**src/rtl/iz_pkg.sv**
```systemverilog
// -----------------------------------------------------------------------------
// iz_pkg
// Shared definitions for the time-multiplexed Izhikevich neuron array:
//   - fixed-point scale constants (threshold, rest, the 140 term) as functions
//     of the fraction width, so every module scales consistently
//   - cfg_sel field encodings
//   - step FSM state enum
//   - saturate(): clamps a wide signed intermediate into a narrower signed range
// Optional feature macro: REFRACTORY_EN widens cfg_sel to 3 bits and adds the
// refractory-steps field encoding.
// -----------------------------------------------------------------------------
package iz_pkg;

`ifdef REFRACTORY_EN
  localparam int CFG_SEL_W = 3;
  localparam int REFR_W    = 4;
`else
  localparam int CFG_SEL_W = 2;
`endif

  localparam logic [CFG_SEL_W-1:0] SEL_A = CFG_SEL_W'(0);
  localparam logic [CFG_SEL_W-1:0] SEL_B = CFG_SEL_W'(1);
  localparam logic [CFG_SEL_W-1:0] SEL_C = CFG_SEL_W'(2);
  localparam logic [CFG_SEL_W-1:0] SEL_D = CFG_SEL_W'(3);
`ifdef REFRACTORY_EN
  localparam logic [CFG_SEL_W-1:0] SEL_R = CFG_SEL_W'(4);
`endif

  typedef enum logic [1:0] {
    IDLE   = 2'd0,
    UPDATE = 2'd1,
    DONE   = 2'd2
  } state_t;

  // Width used by saturate(); wide enough for any intermediate the datapath builds.
  localparam int SAT_W = 64;

  function automatic int v_thresh(input int frac_bits);
    return 30 * (1 << frac_bits);
  endfunction

  function automatic int v_rest(input int frac_bits);
    return -70 * (1 << frac_bits);
  endfunction

  function automatic int const_140(input int frac_bits);
    return 140 * (1 << frac_bits);
  endfunction

  // Clamp x to [-2^(width-1), 2^(width-1)-1]; caller truncates the result to width.
  function automatic logic signed [SAT_W-1:0] saturate(input logic signed [SAT_W-1:0] x,
                                                       input int width);
    logic signed [SAT_W-1:0] hi;
    logic signed [SAT_W-1:0] lo;
    hi = (64'sd1 <<< (width - 1)) - 64'sd1;
    lo = -(64'sd1 <<< (width - 1));
    if (x > hi) return hi;
    if (x < lo) return lo;
    return x;
  endfunction

endpackage

```
**src/rtl/iz_neuron_array_tm_if.sv**
```systemverilog
// -----------------------------------------------------------------------------
// iz_neuron_array_tm_if
// Handshake bundle between the front end (master) and the neuron array (slave).
//   cfg_valid/cfg_ready/cfg_idx/cfg_sel/cfg_data : per-neuron parameter writes
//   step_valid/step_ready/step_stim               : start-of-step request + stimulus
//   spike_valid/spike_vec                         : completed-step spike report
// cfg_sel is 3 bits wide when REFRACTORY_EN is defined, otherwise 2 bits.
// -----------------------------------------------------------------------------
interface iz_neuron_array_tm_if
  import iz_pkg::*;
#(
  parameter int N_NEURONS = 4,
  parameter int DATA_W    = 16,
  parameter int STIM_W    = 8,
  parameter int IDX_W     = $clog2(N_NEURONS)
);
  logic                          cfg_valid;
  logic                          cfg_ready;
  logic [IDX_W-1:0]              cfg_idx;
  logic [CFG_SEL_W-1:0]          cfg_sel;
  logic signed [DATA_W-1:0]      cfg_data;
  logic                          step_valid;
  logic                          step_ready;
  logic [N_NEURONS*STIM_W-1:0]   step_stim;
  logic                          spike_valid;
  logic [N_NEURONS-1:0]          spike_vec;

  modport master (
    output cfg_valid, cfg_idx, cfg_sel, cfg_data, step_valid, step_stim,
    input  cfg_ready, step_ready, spike_valid, spike_vec
  );

  modport slave (
    input  cfg_valid, cfg_idx, cfg_sel, cfg_data, step_valid, step_stim,
    output cfg_ready, step_ready, spike_valid, spike_vec
  );
endinterface

```
**src/rtl/iz_update_dp.sv**
```systemverilog
// -----------------------------------------------------------------------------
// iz_update_dp
// Purely combinational one-neuron Izhikevich update in fixed point.
//   v, u          : current state (signed DATA_W)
//   a, b, c, d    : neuron parameters (signed DATA_W)
//   stim          : unsigned stimulus, scaled by 2^FRAC_BITS before use
//   v_next/u_next : saturated next state
//   spike         : v was at or above threshold; reset values chosen instead
// -----------------------------------------------------------------------------
module iz_update_dp
  import iz_pkg::*;
#(
  parameter int DATA_W    = 16,
  parameter int FRAC_BITS = 6,
  parameter int STIM_W    = 8
) (
  input  logic signed [DATA_W-1:0] v,
  input  logic signed [DATA_W-1:0] u,
  input  logic signed [DATA_W-1:0] a,
  input  logic signed [DATA_W-1:0] b,
  input  logic signed [DATA_W-1:0] c,
  input  logic signed [DATA_W-1:0] d,
  input  logic [STIM_W-1:0]        stim,
  output logic signed [DATA_W-1:0] v_next,
  output logic signed [DATA_W-1:0] u_next,
  output logic                     spike
);
  // Headroom for the v*v and b*v products plus the summed terms.
  localparam int IW = 2 * DATA_W + 4;
  localparam logic signed [IW-1:0] V_TH = IW'(v_thresh(FRAC_BITS));
  localparam logic signed [IW-1:0] C140 = IW'(const_140(FRAC_BITS));

  logic signed [IW-1:0] vx, ux, ax, bx, dx, sx;
  logic signed [IW-1:0] vsq, dv, bv_term, du, v_sum, u_sum, u_rst;

  always_comb begin
    vx      = IW'(v);
    ux      = IW'(u);
    ax      = IW'(a);
    bx      = IW'(b);
    dx      = IW'(d);
    sx      = signed'(IW'(stim));
    vsq     = (vx * vx) >>> 10;
    dv      = IW'(3) * vsq + IW'(5) * vx + C140 - ux + (sx <<< FRAC_BITS);
    bv_term = (bx * vx - (ux <<< FRAC_BITS)) >>> FRAC_BITS;
    du      = (ax * bv_term) >>> FRAC_BITS;
    v_sum   = vx + dv;
    u_sum   = ux + du;
    u_rst   = ux + dx;
    spike   = (vx >= V_TH);
    v_next  = spike ? c : DATA_W'(saturate(SAT_W'(v_sum), DATA_W));
    u_next  = DATA_W'(saturate(SAT_W'(spike ? u_rst : u_sum), DATA_W));
  end
endmodule

```
**src/rtl/iz_neuron_array_tm.sv**
```systemverilog
// -----------------------------------------------------------------------------
// iz_neuron_array_tm
// N_NEURONS Izhikevich neurons sharing one iz_update_dp. A step visits every
// neuron once (one per cycle), then reports the spike vector for one cycle.
// Ports:
//   clk, reset : clock and synchronous active-high reset
//   enable     : run enable; when low the step FSM and neuron index freeze
//   bus        : slave side of iz_neuron_array_tm_if (config, step, spike)
//   mon_idx    : neuron whose v is shown on mon_v
//   mon_v      : registered v of neuron mon_idx (one cycle behind mon_idx)
// Optional feature macro: REFRACTORY_EN adds a per-neuron refractory counter
// and a fifth config field (cfg_sel = 4) holding the refractory step count.
// -----------------------------------------------------------------------------
module iz_neuron_array_tm
  import iz_pkg::*;
#(
  parameter int N_NEURONS = 4,
  parameter int DATA_W    = 16,
  parameter int FRAC_BITS = 6,
  parameter int STIM_W    = 8,
  parameter int IDX_W     = $clog2(N_NEURONS)
) (
  input  logic                     clk,
  input  logic                     reset,
  input  logic                     enable,
  iz_neuron_array_tm_if.slave      bus,
  input  logic [IDX_W-1:0]         mon_idx,
  output logic signed [DATA_W-1:0] mon_v
);
  localparam logic signed [DATA_W-1:0] V_RESET  = DATA_W'(v_rest(FRAC_BITS));
  localparam logic [IDX_W-1:0]         LAST_IDX = IDX_W'(N_NEURONS - 1);

  state_t                      state, state_next;
  logic [IDX_W-1:0]            idx;
  logic [N_NEURONS*STIM_W-1:0] stim_reg;
  logic [N_NEURONS-1:0]        spike_vec_q;
  logic signed [DATA_W-1:0]    v_mem [N_NEURONS];
  logic signed [DATA_W-1:0]    u_mem [N_NEURONS];
  logic signed [DATA_W-1:0]    a_mem [N_NEURONS];
  logic signed [DATA_W-1:0]    b_mem [N_NEURONS];
  logic signed [DATA_W-1:0]    c_mem [N_NEURONS];
  logic signed [DATA_W-1:0]    d_mem [N_NEURONS];
  logic [3:0]                  loaded_mask [N_NEURONS];
`ifdef REFRACTORY_EN
  logic [REFR_W-1:0]           r_mem    [N_NEURONS];
  logic [REFR_W-1:0]           refr_cnt [N_NEURONS];
`endif

  logic                     step_ready_c, spike_valid_c, accept_step, proc_en;
  logic                     cfg_fire, loaded, dp_spike;
  logic signed [DATA_W-1:0] dp_v_next, dp_u_next;

  // Step FSM state register.
  always_ff @(posedge clk) begin
    if (reset) state <= IDLE;
    else       state <= state_next;
  end

  // Step FSM: everything holds while enable is low, including the DONE pulse.
  always_comb begin
    state_next    = state;
    step_ready_c  = 1'b0;
    spike_valid_c = 1'b0;
    accept_step   = 1'b0;
    proc_en       = 1'b0;
    case (state)
      IDLE: begin
        step_ready_c = 1'b1;
        if (bus.step_valid && enable) begin
          accept_step = 1'b1;
          state_next  = UPDATE;
        end
      end
      UPDATE: begin
        if (enable) begin
          proc_en = 1'b1;
          if (idx == LAST_IDX) state_next = DONE;
        end
      end
      DONE: begin
        if (enable) begin
          spike_valid_c = 1'b1;
          state_next    = IDLE;
        end
      end
      default: state_next = IDLE;
    endcase
  end

  // A step request on the same cycle wins over a config write.
  assign bus.step_ready  = step_ready_c;
  assign bus.cfg_ready   = (state == IDLE) && !bus.step_valid && !reset;
  assign bus.spike_valid = spike_valid_c && !reset;
  assign bus.spike_vec   = spike_vec_q;
  assign cfg_fire        = bus.cfg_valid && bus.cfg_ready;
  assign loaded          = &loaded_mask[idx];

  iz_update_dp #(
    .DATA_W    (DATA_W),
    .FRAC_BITS (FRAC_BITS),
    .STIM_W    (STIM_W)
  ) u_dp (
    .v      (v_mem[idx]),
    .u      (u_mem[idx]),
    .a      (a_mem[idx]),
    .b      (b_mem[idx]),
    .c      (c_mem[idx]),
    .d      (d_mem[idx]),
    .stim   (stim_reg[idx*STIM_W +: STIM_W]),
    .v_next (dp_v_next),
    .u_next (dp_u_next),
    .spike  (dp_spike)
  );

  // Neuron state, parameters and monitor. Unloaded neurons keep their state
  // and never spike; config writes only happen in IDLE so never collide with
  // a neuron update.
  always_ff @(posedge clk) begin
    if (reset) begin
      idx         <= '0;
      stim_reg    <= '0;
      spike_vec_q <= '0;
      mon_v       <= V_RESET;
      for (int i = 0; i < N_NEURONS; i++) begin
        v_mem[i]       <= V_RESET;
        u_mem[i]       <= '0;
        a_mem[i]       <= '0;
        b_mem[i]       <= '0;
        c_mem[i]       <= '0;
        d_mem[i]       <= '0;
        loaded_mask[i] <= '0;
`ifdef REFRACTORY_EN
        r_mem[i]       <= '0;
        refr_cnt[i]    <= '0;
`endif
      end
    end else begin
      mon_v <= v_mem[mon_idx];

      if (accept_step) begin
        stim_reg <= bus.step_stim;
        idx      <= '0;
      end

      if (proc_en) begin
        idx <= (idx == LAST_IDX) ? '0 : idx + IDX_W'(1);
        if (!loaded) begin
          spike_vec_q[idx] <= 1'b0;
        end
`ifdef REFRACTORY_EN
        else if (refr_cnt[idx] != '0) begin
          v_mem[idx]       <= c_mem[idx];
          refr_cnt[idx]    <= refr_cnt[idx] - REFR_W'(1);
          spike_vec_q[idx] <= 1'b0;
        end
`endif
        else begin
          v_mem[idx]       <= dp_v_next;
          u_mem[idx]       <= dp_u_next;
          spike_vec_q[idx] <= dp_spike;
`ifdef REFRACTORY_EN
          if (dp_spike) refr_cnt[idx] <= r_mem[idx];
`endif
        end
      end

      if (cfg_fire) begin
        case (bus.cfg_sel)
          SEL_A:   a_mem[bus.cfg_idx] <= bus.cfg_data;
          SEL_B:   b_mem[bus.cfg_idx] <= bus.cfg_data;
          SEL_C:   c_mem[bus.cfg_idx] <= bus.cfg_data;
          SEL_D:   d_mem[bus.cfg_idx] <= bus.cfg_data;
`ifdef REFRACTORY_EN
          SEL_R:   r_mem[bus.cfg_idx] <= bus.cfg_data[REFR_W-1:0];
`endif
          default: ;
        endcase
`ifdef REFRACTORY_EN
        if (bus.cfg_sel != SEL_R)
          loaded_mask[bus.cfg_idx][bus.cfg_sel[1:0]] <= 1'b1;
`else
        loaded_mask[bus.cfg_idx][bus.cfg_sel] <= 1'b1;
`endif
      end
    end
  end
endmodule

```
**src/flat_wrapper.sv**
```systemverilog
// flat-port wrapper written by rule: the top's interface ports become plain ports
module iz_neuron_array_tm_flat import iz_pkg::*;
#(
  parameter int N_NEURONS = 4,
  parameter int DATA_W    = 16,
  parameter int FRAC_BITS = 6,
  parameter int STIM_W    = 8,
  parameter int IDX_W     = $clog2(N_NEURONS)
)
  (clk, reset, enable, mon_idx, mon_v, bus_cfg_valid, bus_cfg_idx, bus_cfg_sel, bus_cfg_data, bus_step_valid, bus_step_stim, bus_cfg_ready, bus_step_ready, bus_spike_valid, bus_spike_vec);
  iz_neuron_array_tm_if #(.N_NEURONS(N_NEURONS), .DATA_W(DATA_W), .STIM_W(STIM_W), .IDX_W(IDX_W)) bus_i ();
  input  logic clk;
  input  logic reset;
  input  logic enable;
  input  logic [IDX_W-1:0] mon_idx;
  output logic signed [DATA_W-1:0] mon_v;
  input wire logic [$bits(bus_i.cfg_valid)-1:0] bus_cfg_valid;
  input wire logic [$bits(bus_i.cfg_idx)-1:0] bus_cfg_idx;
  input wire logic [$bits(bus_i.cfg_sel)-1:0] bus_cfg_sel;
  input wire logic [$bits(bus_i.cfg_data)-1:0] bus_cfg_data;
  input wire logic [$bits(bus_i.step_valid)-1:0] bus_step_valid;
  input wire logic [$bits(bus_i.step_stim)-1:0] bus_step_stim;
  output wire logic [$bits(bus_i.cfg_ready)-1:0] bus_cfg_ready;
  output wire logic [$bits(bus_i.step_ready)-1:0] bus_step_ready;
  output wire logic [$bits(bus_i.spike_valid)-1:0] bus_spike_valid;
  output wire logic [$bits(bus_i.spike_vec)-1:0] bus_spike_vec;
  assign bus_i.cfg_valid = bus_cfg_valid;
  assign bus_i.cfg_idx = bus_cfg_idx;
  assign bus_i.cfg_sel = bus_cfg_sel;
  assign bus_i.cfg_data = bus_cfg_data;
  assign bus_i.step_valid = bus_step_valid;
  assign bus_i.step_stim = bus_step_stim;
  assign bus_cfg_ready = bus_i.cfg_ready;
  assign bus_step_ready = bus_i.step_ready;
  assign bus_spike_valid = bus_i.spike_valid;
  assign bus_spike_vec = bus_i.spike_vec;
  iz_neuron_array_tm #(.N_NEURONS(N_NEURONS), .DATA_W(DATA_W), .FRAC_BITS(FRAC_BITS), .STIM_W(STIM_W), .IDX_W(IDX_W)) u_core (.clk(clk), .reset(reset), .enable(enable), .bus(bus_i), .mon_idx(mon_idx), .mon_v(mon_v));
endmodule
```
**config.mk**
```make
export PLATFORM = sky130hd
export DESIGN_NAME = iz_neuron_array_tm_flat
export DESIGN_NICKNAME = d
export VERILOG_FILES = /design/src/rtl/iz_pkg.sv /design/src/rtl/iz_neuron_array_tm_if.sv /design/src/rtl/iz_update_dp.sv /design/src/rtl/iz_neuron_array_tm.sv /design/src/flat_wrapper.sv
export SDC_FILE = /design/constraint.sdc
export NUM_CORES = 2
export LEC_CHECK = 0
export ABC_AREA = 1
export CAP_MARGIN = 20
export CORE_MARGIN = 4
export CORE_UTILIZATION = 48
export DETAILED_ROUTE_END_ITERATION = 10
export PLACE_DENSITY = 0.72
export SYNTH_ARGS = -nofsm -noshare
export SYNTH_HDL_FRONTEND = slang
export SYNTH_SLANG_ARGS = --single-unit
```
**constraint.sdc**
```tcl
create_clock -name clk -period 17.45 [get_ports clk]
set_clock_uncertainty 0.2 [all_clocks]
set_input_delay 4.3625 -clock clk [delete_from_list [all_inputs] [get_ports clk]]
set_output_delay 4.3625 -clock clk [all_outputs]
set_load 0.02 [all_outputs]
```
### Yosys cells after proc, flatten, opt, wreduce, memory -nomap -nowiden

Memories as Yosys holds them, arrays and structs flattened. A register that Yosys moved wholly into a read port is not among the register bits.
Index checks and enable logic that the tools add are counted.

| operators by class | value |
|---|---|
| mux-type cells | 96 |
| $add $sub $neg | 9 |
| eq/ne operators | 10 |
| magnitude comparators | 9 |
| multiply operators | 5 |
| reduce and logical (&&, ||, !) cells | 21 |
| divide/modulo/power cells | 0 |
| shift-type cells | 1 |
| bitwise logic cells | 2 |

Operators by type and width:

| operator | number |
|---|---|
| $mux W16 | 15 |
| $reduce_or A16 Y1 | 6 |
| $gt A64 B16 Y1 const B | 1 |
| $lt A64 B16 Y1 const B | 1 |
| $mul A16 B16 Y32 | 2 |
| $mux W64 | 1 |
| $mux W2 | 28 |
| $mux W1 | 44 |
| $mul A16 B27 Y36 | 1 |
| $sub A32 B22 Y33 | 1 |
| $shiftx A32 B6 Y8 | 1 |
| $add A16 B30 Y31 | 1 |
| $add A16 B29 Y30 | 1 |
| $gt A30 B16 Y1 const B | 1 |
| $lt A30 B16 Y1 const B | 1 |
| $add A28 B15 Y29 | 1 |
| $sub A27 B16 Y28 | 1 |
| $add A26 B15 Y27 const B | 1 |
| $add A25 B20 Y26 | 1 |
| $mul A3 B22 Y25 const A | 1 |
| $mul A4 B16 Y20 const A | 1 |
| $add A16 B16 Y17 | 1 |
| $ge A16 B12 Y1 const B | 1 |
| $mux W4 | 4 |
| 18 further kinds | 36 |

| storage, ports and cells | value |
|---|---|
| bits of input ports | 59 |
| bits in latches | 0 |
| memories kept | 7 |
| register bits after elaboration | 40 |
| memory bits (read-only) | 0 |
| output and inout bits | 23 |
| RAM bits | 400 |
| word-level logic and storage cells | 164 |

Memory list:

| memory | depth | bits a word | rd ports | clocked after Yosys merged registers in | wr ports | RTL line | RTL |
|---|---|---|---|---|---|---|---|
| u_core.a_mem | 4 | 16 | 1 | 1 | 4 | iz_neuron_array_tm.sv:39 | `logic signed [DATA_W-1:0] a_mem [N_NEURONS];` |
| u_core.b_mem | 4 | 16 | 1 | 1 | 4 | iz_neuron_array_tm.sv:40 | `logic signed [DATA_W-1:0] b_mem [N_NEURONS];` |
| u_core.c_mem | 4 | 16 | 1 | 1 | 4 | iz_neuron_array_tm.sv:41 | `logic signed [DATA_W-1:0] c_mem [N_NEURONS];` |
| u_core.d_mem | 4 | 16 | 1 | 1 | 4 | iz_neuron_array_tm.sv:42 | `logic signed [DATA_W-1:0] d_mem [N_NEURONS];` |
| u_core.u_mem | 4 | 16 | 1 | 1 | 4 | iz_neuron_array_tm.sv:38 | `logic signed [DATA_W-1:0] u_mem [N_NEURONS];` |
| u_core.v_mem | 4 | 16 | 2 | 2 | 4 | iz_neuron_array_tm.sv:37 | `logic signed [DATA_W-1:0] v_mem [N_NEURONS];` |
| 1 more memories | -- | -- | -- | -- | -- | -- |  |

### Depth between registers and ports, before layout

| logic depth | value |
|---|---|
| depth after elaboration | 14 |
| depth in mapped cells | 79 |

### By module

A second synthesis with hierarchy kept.

| second synthesis, totals | value |
|---|---|
| cell total of the unflattened synthesis | 7570 |
| area, all modules | 62716.4 sq um |

By module, submodules not included:

| module | area each (sq um) | instances | sequential area each (sq um) | cells an instance |
|---|---|---|---|---|
| iz_update_dp | 42737.2 | 1 | 0.0 | 5653 |
| iz_neuron_array_tm | 19979.2 | 1 | 13172.6 | 1917 |

### Least setup slack after synthesis

OpenSTA, ideal clock, no wires.

| timing | value |
|---|---|
| path kind | register to register |
| from | register with a tool-made name |
| to | memory u_core.u_mem[3][0] (data pin) |
| arrival | 14.805 ns |
| setup slack | 2.175 ns |
| path buffers | 8 |
| library setup time | 0.270 ns |
| cell stages (with the launch flop) | 66 |
| cells stage by stage | dfxtp_1 inv_2 buf_4 buf_2 buf_2 buf_2 buf_2 clkbuf_1 a21oi_1 a32oi_1 inv_1 fa_1 inv_1 fa_1 fa_1 fa_1 fa_1 inv_1 [30 not listed] nand2_1 nand2_1 xor2_1 ha_1 a21oi_1 inv_1 a31oi_1 a21boi_0 nand3_1 xor2_1 o21ai_1 nand2_1 nor2_1 nand4_1 nand2_1 buf_4 buf_4 a21oi_1 |

RTL lines:

| item | RTL line |
|---|---|
| end, declared | iz_neuron_array_tm.sv:38 |

==> metrics <==
number of synthesized flops with an enable pin=400; Num CTS Buffers=44; CP peak stage delay=roughly 0.87 ns; clock slew at reported path FFs=0.06 ns; startpoint type of the worst setup path=flip-flop; syn_nets=about 8400; storage element area=about 13000 sq um; worst path bufs/invs=14; flops & latches, synth=between 400 and 500; busiest layer in global routing=met2; crit end category=flip-flop; hold_buf cts=0; r2r worst-path depth=between 60 and 70; Ports=82; Die Y=362 um; WS Path Type=flip-flop to flip-flop; setup TNS=0 ns; fill count=11311; largest net degree at the start of global routing=70; Post-layout nets=roughly 8400; commonest cells after routing, fill and taps aside=inv_1 (1438), nor2_1 (1112), nand2_1 (1099); vias in the first global route=48935; commonest non-fill, non-tap cell in the layout=inv_1; DR vias/cell=about 5.5; Tmin final=16.32 ns; Core Area=~120000 sq um; Ys Warns=0; Final Non-Filler Cells=roughly 8600; Fin. Hold Viols=0; Die X=~360 um; final worst setup slack=approximately 1.1 ns; Worst Hold Launch=u_core.stim_reg[2]$_SDFFE_PP0P_; outcome=completed; H-Tree Depth=2; Buffers on Ports=81; area grow syn2layout=6.96%; count of cell types in the netlist=63; post-cts resize count=0; RD Place Congestion=around 1; met2 Track Usage GR=44.4%; worst-margin pin slew=roughly 1.2 ns; hold path depth=2; vias=between 40000 and 50000; initial core utilization=approximately half; Root Buffer=clkbuf_16; fin area=around 64000 sq um; Hold Path Sink=u_core.stim_reg[2]$_SDFFE_PP0P_; Site Rows=129; Arrival @ worst endpoint=16.42 ns; setup violators final=0; TritonCTS clock tree=done; sequential area share after synthesis=a little over a fifth; Top FF cell, synth=edfxtp_1; wire per inst=around 20 um; Mean Syn Cell Area=8.64 sq um; first-pass GRT wire length=around 280 mm; terminus of the critical flop-to-flop path=u_core.u_mem[0][10]$_SDFFCE_PN0P_; setup bufs post-CTS=0; Clock Sinks=458; DRC=0; DIE AREA=about 130000 sq um; Peak Freq=between 60 and 70 MHz; synthesized cell area=approximately 60000 sq um; final global-route overflow total=0; HP Class=flip-flop to flip-flop; Slew Viols, Final=0; Longest Clk Path Bufs=3; Mapped Cells=6965; slew margin rel.=between 20% and 30%; Post-synth ARST share=0%; Iteration-0 DRC Markers=about 4300; unrepaired setup endpoints after global routing=no; met3 Use GR=5.23%; fin crit share=between 90% and 100%; DR pass1 iterations=6; placed instance area=about 63000 sq um; multi-input logic area=40400 sq um; DRT Wirelength=176 mm; cell mode on critical path=fa_1; Clk Latency, worst-skew pair=a little under 0.6 ns; Max-Cap Viols=0; crit-path max FO=63; Place WS=1.12 ns; met1 Usage GRT=between 30% and 40%; worst endpoint required time=between 15 and 20 ns; Top delay family on crit path=adder cells; slowest CP cell=fa_1; R2R setup slack=roughly 1.1 ns; DP HPWL=between 100 and 150 mm; Total GRT Usage=a little over a quarter; antenna violations before repair=2; Routed Antenna Nets=0; share of layout cells above drive strength 1=under 10%; placed cell count=8549
worst max-delay path by stage:
stage          startpoint  slack [ns]  cells past startpoint                                end
4_1_cts         flip-flop        1.09                     60   u_core.u_mem[0][4]$_SDFFCE_PN0P_
2_1_floorplan   flip-flop        2.18                     65       u_core.u_mem[3][0]$_DFFE_PP_
3_3_place_gp    flip-flop        1.23                     61      u_core.u_mem[3][13]$_DFFE_PP_
3_5_place_dp    flip-flop        1.12                     58      u_core.u_mem[3][10]$_DFFE_PP_
5_1_grt         flip-flop        0.08                     64   u_core.u_mem[1][0]$_SDFFCE_PN0P_
6_report        flip-flop        1.13                     61  u_core.u_mem[0][10]$_SDFFCE_PN0P_
worst register-to-register path, delay by kind of cell (launching register included):
kind,cells,cell delay (ns)
AOI/OAI and AO/OA,10,1.81
adders and majority gates,15,7.63
xor gates and xnor gates,2,0.36
buffers and inverters,14,2.62
DFF,1,0.53
and+or+nand+nor,20,2.85
cell type report:
class / count / share of cell area [%]
Timing Repair Buffer: 194 / 2.65
Inverter: 1480 / 8.65
Sequential cell: 458 / 20.5
Antenna cell: 2 / 0.00778
Clock buffer: 61 / 1.87
Clock inverter: 20 / 0.334
Multi-Input combinational cell: 4781 / 62.8
Tap cell: 1637 / 3.18
through the flow:
stage / utilization (%) / hold slack [ns]
floorplan: - / 0.272
global placement: 50.7 / 0.290
detailed placement: 50.7 / 0.292
CTS: 51.8 / 0.312
global route: 51.8 / 0.346
finish: 51.8 / 0.312
cells by family (layout without fill, tap and decap cells):
kind of cell	Yosys count	in the layout	synth area share, %
flops	458	458	21.9
other cells	0	2	0
xor+xnor	158	158	2.37
simple gates	2512	2512	16.7
buf+inv	1726	1755	11.0
fa+ha+maj	1370	1370	40.6
compound gates	735	735	7.36
mux	6	6	0.0998
cells in the mapped netlist, types with 6 or more instances:
cell	count	share of area, %
a32o_1	11	0.18
or2_2	45	0.47
buf_2	29	0.24
fa_1	972	32
o21ai_1	17	0.14
clkinv_1	28	0.17
inv_1	1439	9.0
a21oi_2	36	0.52
nand2_2	14	0.15
a31oi_1	13	0.14
a21boi_0	6	0.075
a21o_1	16	0.20
xnor2_1	51	0.74
buf_4	10	0.12
nand4_1	24	0.25
nor2_1	1112	6.9
clkbuf_1	178	1.1
buf_1	23	0.14
inv_2	13	0.081
o21a_1	9	0.11
o221ai_1	13	0.19
a21oi_1	283	2.4
o21bai_1	15	0.19
dfxtp_1	58	1.9
nand3_1	140	1.2
nor3_1	41	0.34
nand2_1	1100	6.9
ha_1	398	8.3
edfxtp_1	400	20
xor2_1	103	1.5
o21ai_0	208	1.7
nand2_4	9	0.17
a32oi_1	40	0.58
mux2i_1	6	0.10
nor4_1	7	0.073
o22ai_1	24	0.25
o211ai_1	21	0.26
layer usage:
layer / wire (um) / up-vias
li1: - / 21313
met1: 69500 / 23501
met2: 82400 / 2319
met3: 17100 / 425
met4: 7400 / 0
met5: 0 / -
Power is not shown: default switching activity piles up to over one toggle a cycle in this logic, so the estimate is an artifact.
